### src/rtl/aclk_core_if.sv
// ---------------------------------------------------------------------------
// aclk_core_if
//  Config bus and display bus of the alarm-clock core, bundled so the core
//  and the bench share one connection point.
//
//  Bus protocol (no valid/ready pair): every input is level-sampled on each
//  rising clk edge. A load is a one-cycle-or-longer assertion of LD_time or
//  LD_alarm together with the H/M digits; it is accepted in that cycle iff
//  the digits form a legal HH:MM. Outputs are registered and always valid.
//
//  Signals
//    H_in1[1:0], H_in0/M_in1/M_in0[3:0]  digits for a load
//    LD_time, LD_alarm                    load strobes
//    AL_ON, STOP_al                       alarm enable / silence
//    Alarm                                alarm ringing
//    H_out1[1:0], H_out0, M_out1, M_out0, S_out1, S_out0 [3:0]  BCD time
//
//  Modports: master = config side (drives inputs), slave = core.
// ---------------------------------------------------------------------------
interface aclk_core_if;
  logic [1:0] H_in1;
  logic [3:0] H_in0;
  logic [3:0] M_in1;
  logic [3:0] M_in0;
  logic       LD_time;
  logic       LD_alarm;
  logic       AL_ON;
  logic       STOP_al;

  logic       Alarm;
  logic [1:0] H_out1;
  logic [3:0] H_out0;
  logic [3:0] M_out1;
  logic [3:0] M_out0;
  logic [3:0] S_out1;
  logic [3:0] S_out0;

  modport master (
    output H_in1, H_in0, M_in1, M_in0, LD_time, LD_alarm, AL_ON, STOP_al,
    input  Alarm, H_out1, H_out0, M_out1, M_out0, S_out1, S_out0
  );

  modport slave (
    input  H_in1, H_in0, M_in1, M_in0, LD_time, LD_alarm, AL_ON, STOP_al,
    output Alarm, H_out1, H_out0, M_out1, M_out0, S_out1, S_out0
  );
endinterface

### src/rtl/aclk_core.sv
// ---------------------------------------------------------------------------
// aclk_core
//  Alarm-clock timekeeping core. Divides clk by DIV into a 1 Hz tick, keeps
//  BCD time HH:MM:SS (00:00:00..23:59:59), stores an alarm HH:MM and rings
//  when enabled time reaches alarm:00.
//
//  Ports
//    clk      in  system clock (DIV cycles per second), posedge
//    reset    in  synchronous, active-low reset
//    bus      aclk_core_if.slave  config inputs and registered digit outputs
//    o_state  out alarm FSM state (debug)
//
//  Parameters
//    DIV      clk cycles per second, >= 2
// ---------------------------------------------------------------------------
module aclk_core #(
  parameter int DIV = 10
) (
  input  logic        clk,
  input  logic        reset,
  aclk_core_if.slave  bus,
  output logic [1:0]  o_state
);

  localparam int PW = (DIV <= 2) ? 1 : $clog2(DIV);

  typedef enum logic [1:0] {
    ST_IDLE     = 2'd0,
    ST_RINGING  = 2'd1,
    ST_SILENCED = 2'd2
  } state_t;

  logic [PW-1:0] r_pre;
  logic [1:0]    r_h1;
  logic [3:0]    r_h0, r_m1, r_m0, r_s1, r_s0;
  logic [1:0]    r_ah1;
  logic [3:0]    r_ah0, r_am1, r_am0;
  state_t        r_state;
  logic          r_alarm;

  logic          w_tick;
  logic          w_ld_ok;
  logic          w_same_min;
  logic          w_match;
  logic [1:0]    w_h1;
  logic [3:0]    w_h0, w_m1, w_m0, w_s1, w_s0;

  assign w_tick = (r_pre == PW'(DIV - 1));

  // A load is legal only as a whole; any bad digit rejects it completely.
  assign w_ld_ok = (bus.H_in1 <= 2'd2) &&
                   ((bus.H_in1 == 2'd2) ? (bus.H_in0 <= 4'd3) : (bus.H_in0 <= 4'd9)) &&
                   (bus.M_in1 <= 4'd5) && (bus.M_in0 <= 4'd9);

  assign w_same_min = (r_h1 == r_ah1) && (r_h0 == r_ah0) &&
                      (r_m1 == r_am1) && (r_m0 == r_am0);

  // Uses registered time, so a time load that lands on the alarm also rings.
  assign w_match = bus.AL_ON && w_same_min && (r_s1 == 4'd0) && (r_s0 == 4'd0);

  // Time + 1 s with BCD carries; hours wrap 23 -> 00.
  always_comb begin
    w_h1 = r_h1;
    w_h0 = r_h0;
    w_m1 = r_m1;
    w_m0 = r_m0;
    w_s1 = r_s1;
    w_s0 = r_s0;
    if (r_s0 != 4'd9) begin
      w_s0 = r_s0 + 4'd1;
    end else begin
      w_s0 = 4'd0;
      if (r_s1 != 4'd5) begin
        w_s1 = r_s1 + 4'd1;
      end else begin
        w_s1 = 4'd0;
        if (r_m0 != 4'd9) begin
          w_m0 = r_m0 + 4'd1;
        end else begin
          w_m0 = 4'd0;
          if (r_m1 != 4'd5) begin
            w_m1 = r_m1 + 4'd1;
          end else begin
            w_m1 = 4'd0;
            if ((r_h1 == 2'd2) && (r_h0 == 4'd3)) begin
              w_h1 = 2'd0;
              w_h0 = 4'd0;
            end else if (r_h0 == 4'd9) begin
              w_h1 = r_h1 + 2'd1;
              w_h0 = 4'd0;
            end else begin
              w_h0 = r_h0 + 4'd1;
            end
          end
        end
      end
    end
  end

  // Prescaler, time and alarm registers. A valid time load wins over a tick
  // and restarts the prescaler so the next second is a full DIV cycles away.
  always_ff @(posedge clk) begin
    if (!reset) begin
      r_pre <= '0;
      r_h1  <= 2'd0;
      r_h0  <= 4'd0;
      r_m1  <= 4'd0;
      r_m0  <= 4'd0;
      r_s1  <= 4'd0;
      r_s0  <= 4'd0;
      r_ah1 <= 2'd0;
      r_ah0 <= 4'd0;
      r_am1 <= 4'd0;
      r_am0 <= 4'd0;
    end else begin
      if (bus.LD_time && w_ld_ok) begin
        r_pre <= '0;
        r_h1  <= bus.H_in1;
        r_h0  <= bus.H_in0;
        r_m1  <= bus.M_in1;
        r_m0  <= bus.M_in0;
        r_s1  <= 4'd0;
        r_s0  <= 4'd0;
      end else begin
        r_pre <= w_tick ? '0 : r_pre + PW'(1);
        if (w_tick) begin
          r_h1 <= w_h1;
          r_h0 <= w_h0;
          r_m1 <= w_m1;
          r_m0 <= w_m0;
          r_s1 <= w_s1;
          r_s0 <= w_s0;
        end
      end
      if (bus.LD_alarm && w_ld_ok) begin
        r_ah1 <= bus.H_in1;
        r_ah0 <= bus.H_in0;
        r_am1 <= bus.M_in1;
        r_am0 <= bus.M_in0;
      end
    end
  end

  // Alarm FSM. SILENCED holds off re-ringing until the minute moves away
  // from the alarm minute (or the alarm is disabled).
  always_ff @(posedge clk) begin
    if (!reset) begin
      r_state <= ST_IDLE;
      r_alarm <= 1'b0;
    end else begin
      case (r_state)
        ST_IDLE: begin
          if (w_match) begin
            r_state <= ST_RINGING;
            r_alarm <= 1'b1;
          end
        end
        ST_RINGING: begin
          if (!bus.AL_ON) begin
            r_state <= ST_IDLE;
            r_alarm <= 1'b0;
          end else if (bus.STOP_al) begin
            r_state <= ST_SILENCED;
            r_alarm <= 1'b0;
          end
        end
        ST_SILENCED: begin
          if (!w_same_min || !bus.AL_ON) begin
            r_state <= ST_IDLE;
          end
        end
        default: begin
          r_state <= ST_IDLE;
          r_alarm <= 1'b0;
        end
      endcase
    end
  end

  assign bus.Alarm  = r_alarm;
  assign bus.H_out1 = r_h1;
  assign bus.H_out0 = r_h0;
  assign bus.M_out1 = r_m1;
  assign bus.M_out0 = r_m0;
  assign bus.S_out1 = r_s1;
  assign bus.S_out0 = r_s0;
  assign o_state    = r_state;

endmodule

### src/flat_wrapper.sv
// flat-port wrapper written by rule: the top's interface ports become plain ports
module aclk_core_flat 
#(
  parameter int DIV = 10
)
  (clk, reset, o_state, bus_H_in1, bus_H_in0, bus_M_in1, bus_M_in0, bus_LD_time, bus_LD_alarm, bus_AL_ON, bus_STOP_al, bus_Alarm, bus_H_out1, bus_H_out0, bus_M_out1, bus_M_out0, bus_S_out1, bus_S_out0);
  aclk_core_if bus_i ();
  input  logic clk;
  input  logic reset;
  output logic [1:0] o_state;
  input wire logic [$bits(bus_i.H_in1)-1:0] bus_H_in1;
  input wire logic [$bits(bus_i.H_in0)-1:0] bus_H_in0;
  input wire logic [$bits(bus_i.M_in1)-1:0] bus_M_in1;
  input wire logic [$bits(bus_i.M_in0)-1:0] bus_M_in0;
  input wire logic [$bits(bus_i.LD_time)-1:0] bus_LD_time;
  input wire logic [$bits(bus_i.LD_alarm)-1:0] bus_LD_alarm;
  input wire logic [$bits(bus_i.AL_ON)-1:0] bus_AL_ON;
  input wire logic [$bits(bus_i.STOP_al)-1:0] bus_STOP_al;
  output wire logic [$bits(bus_i.Alarm)-1:0] bus_Alarm;
  output wire logic [$bits(bus_i.H_out1)-1:0] bus_H_out1;
  output wire logic [$bits(bus_i.H_out0)-1:0] bus_H_out0;
  output wire logic [$bits(bus_i.M_out1)-1:0] bus_M_out1;
  output wire logic [$bits(bus_i.M_out0)-1:0] bus_M_out0;
  output wire logic [$bits(bus_i.S_out1)-1:0] bus_S_out1;
  output wire logic [$bits(bus_i.S_out0)-1:0] bus_S_out0;
  assign bus_i.H_in1 = bus_H_in1;
  assign bus_i.H_in0 = bus_H_in0;
  assign bus_i.M_in1 = bus_M_in1;
  assign bus_i.M_in0 = bus_M_in0;
  assign bus_i.LD_time = bus_LD_time;
  assign bus_i.LD_alarm = bus_LD_alarm;
  assign bus_i.AL_ON = bus_AL_ON;
  assign bus_i.STOP_al = bus_STOP_al;
  assign bus_Alarm = bus_i.Alarm;
  assign bus_H_out1 = bus_i.H_out1;
  assign bus_H_out0 = bus_i.H_out0;
  assign bus_M_out1 = bus_i.M_out1;
  assign bus_M_out0 = bus_i.M_out0;
  assign bus_S_out1 = bus_i.S_out1;
  assign bus_S_out0 = bus_i.S_out0;
  aclk_core #(.DIV(DIV)) u_core (.clk(clk), .reset(reset), .bus(bus_i), .o_state(o_state));
endmodule
### config.mk
export PLATFORM = sky130hd
export DESIGN_NAME = aclk_core_flat
export DESIGN_NICKNAME = d
export VERILOG_FILES = /design/src/rtl/aclk_core_if.sv /design/src/rtl/aclk_core.sv /design/src/flat_wrapper.sv
export SDC_FILE = /design/constraint.sdc
export NUM_CORES = 1
export LEC_CHECK = 0
export CAP_MARGIN = 25
export CORE_MARGIN = 3
export CORE_UTILIZATION = 30
export CTS_CLUSTER_DIAMETER = 80
export DETAILED_ROUTE_END_ITERATION = 16
export HOLD_SLACK_MARGIN = 0.15
export REMOVE_ABC_BUFFERS = 1
export SLEW_MARGIN = 20
export SYNTH_ARGS = -nofsm -noshare
export SYNTH_HDL_FRONTEND = slang
export SYNTH_SLANG_ARGS = --single-unit
### constraint.sdc
create_clock -name clk -period 2.1 [get_ports clk]
set_input_delay 0.315 -clock clk [delete_from_list [all_inputs] [get_ports clk]]
set_output_delay 0.315 -clock clk [all_outputs]
set_load 0.01 [all_outputs]
# Word-level counts from Yosys, hierarchy flattened
# Index checks and enable logic that the tools add are counted.
word_totals:
  register_bits: 43
  latchBits: 0
  mem_bits_rw: 0
  rom_bits: 0
  input_bits: 20
  out_inout_bits: 25
  word_cells: 118
  n_memories: 0
op_classes:
  n_addsub: 7
  multipliers: 0
  div: 0
  magnitude_cmp: 5
  n_eq_ne: 22
  shift: 0
  mux: 39
  n_bitwise: 3
  n_reduce_logical: 29
op_table:
  columns: ["operator", "count"]
  rows:
  - ["2-to-1 mux 4 bit", 21]
  - ["adder 4 x 1 -> 4 bit, second input constant", 6]
  - ["2-to-1 mux 2 bit", 12]
  - ["== test 4 bit", 3]
  - ["logical AND 1 bit", 12]
  - ["AND reduction 3 bit", 3]
  - ["== test 4 bit, second input constant", 2]
  - ["less-or-equal comparator 4 bit, second input constant", 2]
  - ["zero test 4 bit", 2]
  - ["!= test 2 bit, second input constant", 4]
  - ["!= test 4 x 3 -> 1 bit, second input constant", 2]
  - ["!= test 4 bit, second input constant", 2]
  - ["== test 2 bit, second input constant", 3]
  - ["case mux 2 bit (3 select lines)", 1]
  - ["AND reduction 6 bit", 1]
  - ["AND reduction 5 bit", 1]
  - ["== test 4 x 2 -> 1 bit, second input constant", 1]
  - ["less-or-equal comparator 4 x 2 -> 1 bit, second input constant", 1]
  - ["less-or-equal comparator 4 x 3 -> 1 bit, second input constant", 1]
  - ["2-to-1 mux 1 bit", 4]
  - ["!= test 2 x 1 -> 1 bit, second input constant", 2]
  - ["AND reduction 4 bit", 1]
  - ["!= test 3 bit, second input constant", 1]
  - ["NOT 1 bit", 3]
  - ["other kinds (13)", 14]

# Logic depth before layout (Yosys ltp)
# Gate-level depths: netlist (run 1).
depth:
  ltp_word: 9
  mapped_depth: 8
  depth_no_buf: 7

# Worst setup path before layout (run 1)
# OpenSTA, ideal clock, no wires.
synth_timing:
  path_type: "register to register"
  startpoint: "reg u_core.r_pre[0]"
  endpoint: "reg u_core.r_h0[3], in the netlist u_core.bus.H_out0[3]"
  setup_time_ns: 0.074
  arrival_time_ns: 1.628
  t_required_ns: 2.026
  slack_ns: 0.398
  stages_incl_launch_ff: 7
  n_path_buf: 1
  synth_period_minus_slack_ns: 1.702
  path_cell_list: "dfxtp_1 > ha_1 > and4b_1 > buf_4 > nand3_4 > or4_1 > a31oi_1"
synth_via:
  elab_chain_len: 3
synth_rtl:
  columns: ["item", "line", "text"]
  rows:
  - ["start: declaration", "aclk_core.sv:33", "logic [PW-1:0] r_pre;"]
  - ["start signal: assignment", "aclk_core.sv:125", "r_pre <= w_tick ? '0 : r_pre + PW'(1);"]
  - ["== test 4 bit", "aclk_core.sv:48", "assign w_tick = (r_pre == PW'(DIV - 1));"]
  - ["nonzero test 2 bit (no line)", null, null]
  - ["AND reduction 5 bit (no line)", null, null]
  - ["end signal: assignment", "aclk_core.sv:119", "r_h0 <= bus.H_in0;"]
  - ["end signal: assignment", "aclk_core.sv:128", "r_h0 <= w_h0;"]
  - ["end: declaration", "aclk_core.sv:35", "logic [3:0] r_h0, r_m1, r_m0, r_s1, r_s0;"]
# No other way between the ends.
# A chain may end at the register's enable or synchronous reset.

# Final worst setup path (run 1)
# Same ends and word-level chain as after synthesis.

==> results of run 1 <==
## final timing paths
kind / endpoint / startpoint / cells past startpoint / slack, ns
worst max-delay path: u_core.bus.H_out0[3]$_SDFFE_PN0P_ / u_core.r_pre[0]$_SDFF_PP0_ / 5 / 0.21
worst min-delay path: u_core.r_am1[3]$_SDFFE_PN0P_ / u_core.r_am1[3]$_SDFFE_PN0P_ / 2 / 0.44
worst max register to register: u_core.bus.H_out0[3]$_SDFFE_PN0P_ / u_core.r_pre[0]$_SDFF_PP0_ / 5 / 0.21
worst min register to register: u_core.r_am1[3]$_SDFFE_PN0P_ / u_core.r_am1[3]$_SDFFE_PN0P_ / 2 / 0.44
## state kept, by name, indices dropped and copies added, names as in the netlist, 4 cells and up
register and cells:
u_core.bus.H_out0 4, u_core.bus.M_out0 4, u_core.bus.M_out1 4, u_core.bus.S_out0 4, u_core.bus.S_out1 4, u_core.r_ah0 4
u_core.r_am0 4, u_core.r_am1 4, u_core.r_pre 4
## per-stage QoR
step	instance area [um^2]	instances	hold WS, ns	setup TNS, ns
2_1_floorplan	2180	248	0.423	0
4_1_cts	2970	410	0.446	0
6_report	2970	410	0.444	0
3_5_place_dp	2870	403	0.434	-0.00714
5_1_grt	2970	410	0.466	0
3_3_place_gp	2870	403	0.435	0
## cell type report
type                            count  area share, %
Clock inverter                      1           1.01
Clock buffer                        6           2.44
Inverter                            9           1.14
Sequential cell                    43           29.0
Tap cell                           96           4.04
Timing Repair Buffer               59           19.0
Multi-Input combinational cell    196           43.4
## worst max-delay path, delay by kind of cell (launching register included)
family | cells | cell delay (ns)
AOI/OAI and AO/OA | 1 | 0.17
DFF | 1 | 0.38
adders and majority gates | 1 | 0.23
and+or+nand+nor | 3 | 1.05
## cells in the final DEF, fill, tap and decap left out, types with 4 or more instances in the layout
master	instances
inv_1	9
buf_4	14
a211oi_1	7
nand3_1	4
nor2_1	38
a21oi_1	16
nand2_1	17
nor4_1	4
clkbuf_8	5
nor3b_1	5
clkdlybuf4s50_1	44
nand4_1	7
mux2i_1	16
nor2b_1	5
ha_1	4
xnor2_1	21
nor3_1	7
o21ai_0	13
dfxtp_1	43
## per-layer routing
| metal | global-route usage [%] | routed length [um] | vias up |
|---|---|---|---|
| li1 | - | - | 1024 |
| met1 | 19.1 | 2810 | 922 |
| met2 | 20.6 | 2500 | 36 |
| met3 | 3.25 | 200 | 11 |
| met4 | 3.34 | 87 | 0 |
| met5 | 0 | 0 | - |
## power by group through the flow
stage	Clock (mW)	Combinational [mW]	Sequential, mW
after CTS	0.635	0.214	0.866
after floorplan	0	0.0879	0.887
after global routing	0.667	0.232	0.871
final	0.631	0.212	0.866
after detailed placement	0	0.214	0.886
after global placement	0	0.212	0.885
## logic make-up after synthesis
group / count (synthesis) / synth area share, %
AND/OR/NAND/NOR: 104 / 25.5
AO/OA/AOI/OAI: 46 / 12.3
flip-flops: 43 / 38.4
XOR/XNOR: 24 / 9.37
buffers and inverters: 19 / 4.13
multiplexers: 18 / 8.14
adder cells (fa/ha/maj): 4 / 2.23
==> summary.md, run 1 <==
| Metric | Value |
|---|---|
| Unrepaired setup endpoints after global routing | false |
| CP max stage delay | 0.53 ns |
| TritonCTS clock tree | done |
| Area Overhead vs Synth | 32.5% |
| IO Count | 45 |
| Clock share of power | 36.9% |
| Fill count | 698 |
| Iter 0 DRT Violations | 76 |
| Fin Clk Skew | 0.0106 ns |
| Postcts setup bufs | 0 |
| Pre-CTS setup slack | -0.00657 ns |
| Die width | 92.5 um |
| GR Util All Layers | 13.5% |
| Multi-input logic area | 1290 um^2 |
| Status | complete, no violations |
| Clock buffer depth | 2 |
| Crit-path max FO | 10 |
| Initial antenna violation count | 0 |
| Vias in the first global route | 1,867 |
| Total Power | 1.71 mW |
| Net load switching power | 0.404 mW |
| Max cap viols | 0 |
| Synth area leaders | dfxtp_1 38%, xnor2_1 8.2%, mux2i_1 7.1%, nor2_1 6.4%, a21oi_1 3.6% |
| CP Class | flip-flop to flip-flop |
| Register area | 861 um^2 |
| Die Y | 92.5 um |
| Post-layout nets | 338 |
| Crit start category | flip-flop |
| Reg power frac | 50.7% |
| Clk Latency, worst-skew pair | 0.29 ns |
| Leakage Power | 0.979 nW |
| Critical path data arrival time | 2.12 ns |
| TritonCTS Buffers | 5 |
| Final WS setup | 0.206 ns |
| Top cell type by total area after synthesis | dfxtp_1 |
| Clk slew on worst S/H paths | 0.08 ns |
| Detailed-route wire length per cell | 13.6 um |
| Routed Antenna Nets | 0 |
| Synth top cells by count | 43 x dfxtp_1, 38 x nor2_1, 21 x xnor2_1 |
| Cell Int Power | 1.30 mW |
| Drt pass-1 iters | 4 |
| Htree depth | 2 |
| Seq cells post-synth | 43 |
| DRT Wirelength | 5590 um |
| GPL Wtd Cong | 0.833 |
| Synthesized area per cell | 8.70 um^2 |
| CP required | 2.33 ns |
| Most frequent cell after synthesis | dfxtp_1 |
| Largest net degree at the start of global routing | 21 |
| Crit path time final | 1.89 ns |
| Post-synthesis instance area | 2240 um^2 |
| Relative slew slack | 66.0% |
| Final setup viols | 0 |
| Die area | 8550 um^2 |
| Hold crit path type | flip-flop to flip-flop |
| Layout cell share with drive strength beyond 1 | 10.5% |
| Slew Limit Fails | 0 |
| Detailed placement HPWL | 4270 um |
| Fin. Hold Viols | 0 |
| Ys flop type | dfxtp_1 |
| IR drop worst, VDD | 0.224 mV |
| CTS root buffer | clkbuf_8 |
| Fmax achieved | 0.528 GHz |
| Post-synth EDFFs | 0 |
| Slew @ Worst Pin | 0.505 ns |
| Comb pwr share | 12.4% |
| Grt total ovfl | 0 |
| CP Cell Sequence | ha_1 > and4b_1 > nand3_4 > or4_1 > a31oi_1 |
| Vias/cell | 4.86 |
| Diode count | 0 |
| CP max-delay cell | or4_1 |
| Port-buffer cells | 44 |
| Distinct cell type count of the synthesized netlist | 45 |
| Vias | 1,993 |
| Drc violations | 0 |
| Cts hold-fix bufs | 0 |
| Initial Utilization | 32.0% |
| Share of the yosys chip area belonging to registers | 38.4% |
| Core footprint | 7020 um^2 |
| Post-Route Utilization | 42.4% |
| Fin crit share | 90.2% |
| PwrDens | 575 nW/um^2 |
| Worst setup EP type | flip-flop |
| Row cnt | 30 |
| Top cell type's share of synthesized area | 38.4% |
| Synth async-reset ratio | 0% |
| First-pass GRT wire length | 9290 um |
| CTS sink count | 43 |
| Synth warnings | 0 |
| Post_cts resized | 0 |
| Switching Share | 23.7% |
| Mapped Cells | 258 |
Note: power is estimated with default switching activity, not from simulation.
==> run 2, diff against run 1 <==
--- a/config.mk
+++ b/config.mk
@@ -6,6 +6,7 @@
 export NUM_CORES = 1
 export LEC_CHECK = 0
 export CAP_MARGIN = 25
+export CORE_ASPECT_RATIO = 0.5
 export CORE_MARGIN = 3
 export CORE_UTILIZATION = 30
 export CTS_CLUSTER_DIAMETER = 80
==> run 2 against run 1 <==
Effect of this change:
- sequential cell count did not move
- largest cell class unchanged
- clock skew is 0.0081 ns lower
- largest power group unchanged
- cell count up 0.73%
- clock power up 28%
- sequential power about the same
- power grew 11%
- die area up 0.73%
- highest routed layer unchanged
- register-to-register slack barely moved
==> summary.md, run 2 (synthesis gave the netlist of run 1 again) <==
| Metric | Value |
|---|---|
| Status | complete, no violations |
| Switching Share | 22.4% |
| IR drop worst, VDD | 0.283 mV |
| Post_cts resized | 0 |
| Postcts setup bufs | 0 |
| Met3 WL | 229 um |
| CP max-delay cell | or4_1 |
| Cts hold-fix bufs | 0 |
| Core footprint | 6960 um^2 |
| TritonCTS Buffers | 5 |
| Most common cell after layout, fill and taps aside | clkdlybuf4s50_1 |
| Top delay family on crit path | simple AND/OR/NAND/NOR gates |
| Fin. Hold Viols | 0 |
| First-pass GRT wire length | 9720 um |
| Drc violations | 0 |
| Unrepaired setup endpoints after global routing | false |
| Largest net degree at the start of global routing | 14 |
| Slew Limit Fails | 0 |
| Vias/cell | 4.86 |
| Routed Antenna Nets | 0 |
| Reg2reg path depth | 5 |
| Pre-CTS setup slack | -0.0411 ns |
| Detail Route met2 WL | 2660 um |
| Detailed placement HPWL | 4450 um |
| CP Class | flip-flop to flip-flop |
| TritonCTS clock tree | done |
| Hold depth | 2 |
| Crit start category | flip-flop |
| Clk slew on worst S/H paths | 0.06 ns |
| Area Overhead vs Synth | 36.1% |
| Net load switching power | 0.423 mW |
| Htree depth | 2 |
| Most frequent cells in the layout | 44 x clkdlybuf4s50_1, 43 x dfxtp_1, 38 x nor2_1 |
| Total Power | 1.89 mW |
| GPL Wtd Cong | 0.813 |
| IO Count | 45 |
| Diode count | 0 |
| Layout cell share with drive strength beyond 1 | 12.5% |
| Cell Int Power | 1.47 mW |
| Grt total ovfl | 0 |
| Initial antenna violation count | 0 |
| Crit path time final | 1.88 ns |
| CP Cell Sequence | ha_1 > and4b_1 > nand3_4 > or4_1 > a31oi_1 |
| Die Y | 67.1 um |
| R2R setup slack | 0.22 ns |
| Reg power frac | 46.0% |
| Post-layout nets | 344 |
| Comb pwr share | 11.4% |
| Crit-path max FO | 10 |
| Max cap viols | 0 |
| Crit. Startpoint | u_core.r_pre[0]$_SDFF_PP0_ |
| CP required | 2.30 ns |
| Fmax achieved | 0.532 GHz |
| R2R Path End | u_core.bus.H_out0[3]$_SDFFE_PN0P_ |
| R2R Path Start | u_core.r_pre[0]$_SDFF_PP0_ |
| Fin crit share | 89.5% |
| Hold endpoint | u_core.r_am1[3]$_SDFFE_PN0P_ |
| Leakage Power | 1.03 nW |
| CP max stage delay | 0.54 ns |
| Slew @ Worst Pin | 0.346 ns |
| PwrDens | 619 nW/um^2 |
| Final setup viols | 0 |
| DRT Wirelength | 5710 um |
| Min-delay src | u_core.r_am1[3]$_SDFFE_PN0P_ |
| Vias | 2,008 |
| Relative slew slack | 76.9% |
| Detailed-route wire length per cell | 13.8 um |
| Port-buffer cells | 44 |
| Die width | 128 um |
| Die area | 8610 um^2 |
| Final WS setup | 0.221 ns |
| Hold crit path type | flip-flop to flip-flop |
| Clock buffer depth | 2 |
| Wl on met1 | 2760 um |
| CTS root buffer | clkbuf_16 |
| Critical path data arrival time | 2.08 ns |
| Clk Latency, worst-skew pair | 0.28 ns |
| Clock share of power | 42.6% |
| Worst setup EP type | flip-flop |
| Initial Utilization | 32.2% |
| Vias in the first global route | 1,989 |
| Drt pass-1 iters | 4 |
| Iter 0 DRT Violations | 73 |
| CTS sink count | 43 |
| Highest metal used | met4 |
| GR Util All Layers | 14.0% |
| Fin Clk Skew | 0.00250 ns |
| WP buf/inv | 0 |
| Row cnt | 21 |
run 2: cell types whose count changed in the layout (fill, tap and decap cells not counted):
cell / change
buf_12: -1
clkbuf_16: +5
clkbuf_8: -3
bufinv_16: -1
buf_4: +7
run 2: power groups by stage:
stage / clock (mW) / sequential (mW) / combinational [mW]
after floorplan: 0 / 0.887 / 0.0879
after global placement: 0 / 0.886 / 0.214
after detailed placement: 0 / 0.887 / 0.217
after CTS: 0.822 / 0.869 / 0.218
after global routing: 0.859 / 0.873 / 0.239
final: 0.806 / 0.869 / 0.216
run 2: final cells by class:
cell class	count	area, um^2
clock buffer	8	156
fill	673	3910
inverter	9	33.8
multi-input combinational	196	1290
sequential	43	861
tap	92	115
timing repair buffer	65	598
run 2: worst max-delay path by stage:
stage | cells past startpoint | end
2_1_floorplan | 5 | u_core.bus.H_out1[1]$_SDFFE_PN0P_
3_3_place_gp | 7 | u_core.r_pre[0]$_SDFF_PP0_
3_5_place_dp | 7 | u_core.r_pre[0]$_SDFF_PP0_
4_1_cts | 7 | u_core.bus.H_out0[3]$_SDFFE_PN0P_
5_1_grt | 7 | u_core.bus.H_out0[3]$_SDFFE_PN0P_
6_report | 5 | u_core.bus.H_out0[3]$_SDFFE_PN0P_
run 2: per-stage QoR:
| stage | utilization, % | std cells | setup TNS (ns) | hold WS, ns | area (um^2) |
|---|---|---|---|---|---|
| 2_1_floorplan | - | 248 | 0 | 0.423 | 2180 |
| 3_3_place_gp | 41.6 | 405 | 0 | 0.431 | 2900 |
| 3_5_place_dp | 41.6 | 405 | -0.494 | 0.442 | 2900 |
| 4_1_cts | 43.9 | 413 | 0 | 0.452 | 3050 |
| 5_1_grt | 43.9 | 413 | 0 | 0.517 | 3050 |
| 6_report | 43.9 | 413 | 0 | 0.446 | 3050 |
run 2: worst min-delay path, delay by kind of cell (launching register included):
kind / cells / cell delay [ns]
flip-flops: 1 / 0.32
AND/OR/NAND/NOR: 2 / 0.09
run 2: metal layers:
| layer | track usage (%) | vias up |
|---|---|---|
| met4 | 3.97 | 0 |
| li1 | - | 1034 |
| met3 | 3.16 | 8 |
| met1 | 17.9 | 938 |
| met2 | 24.0 | 28 |
| met5 | 0 | - |
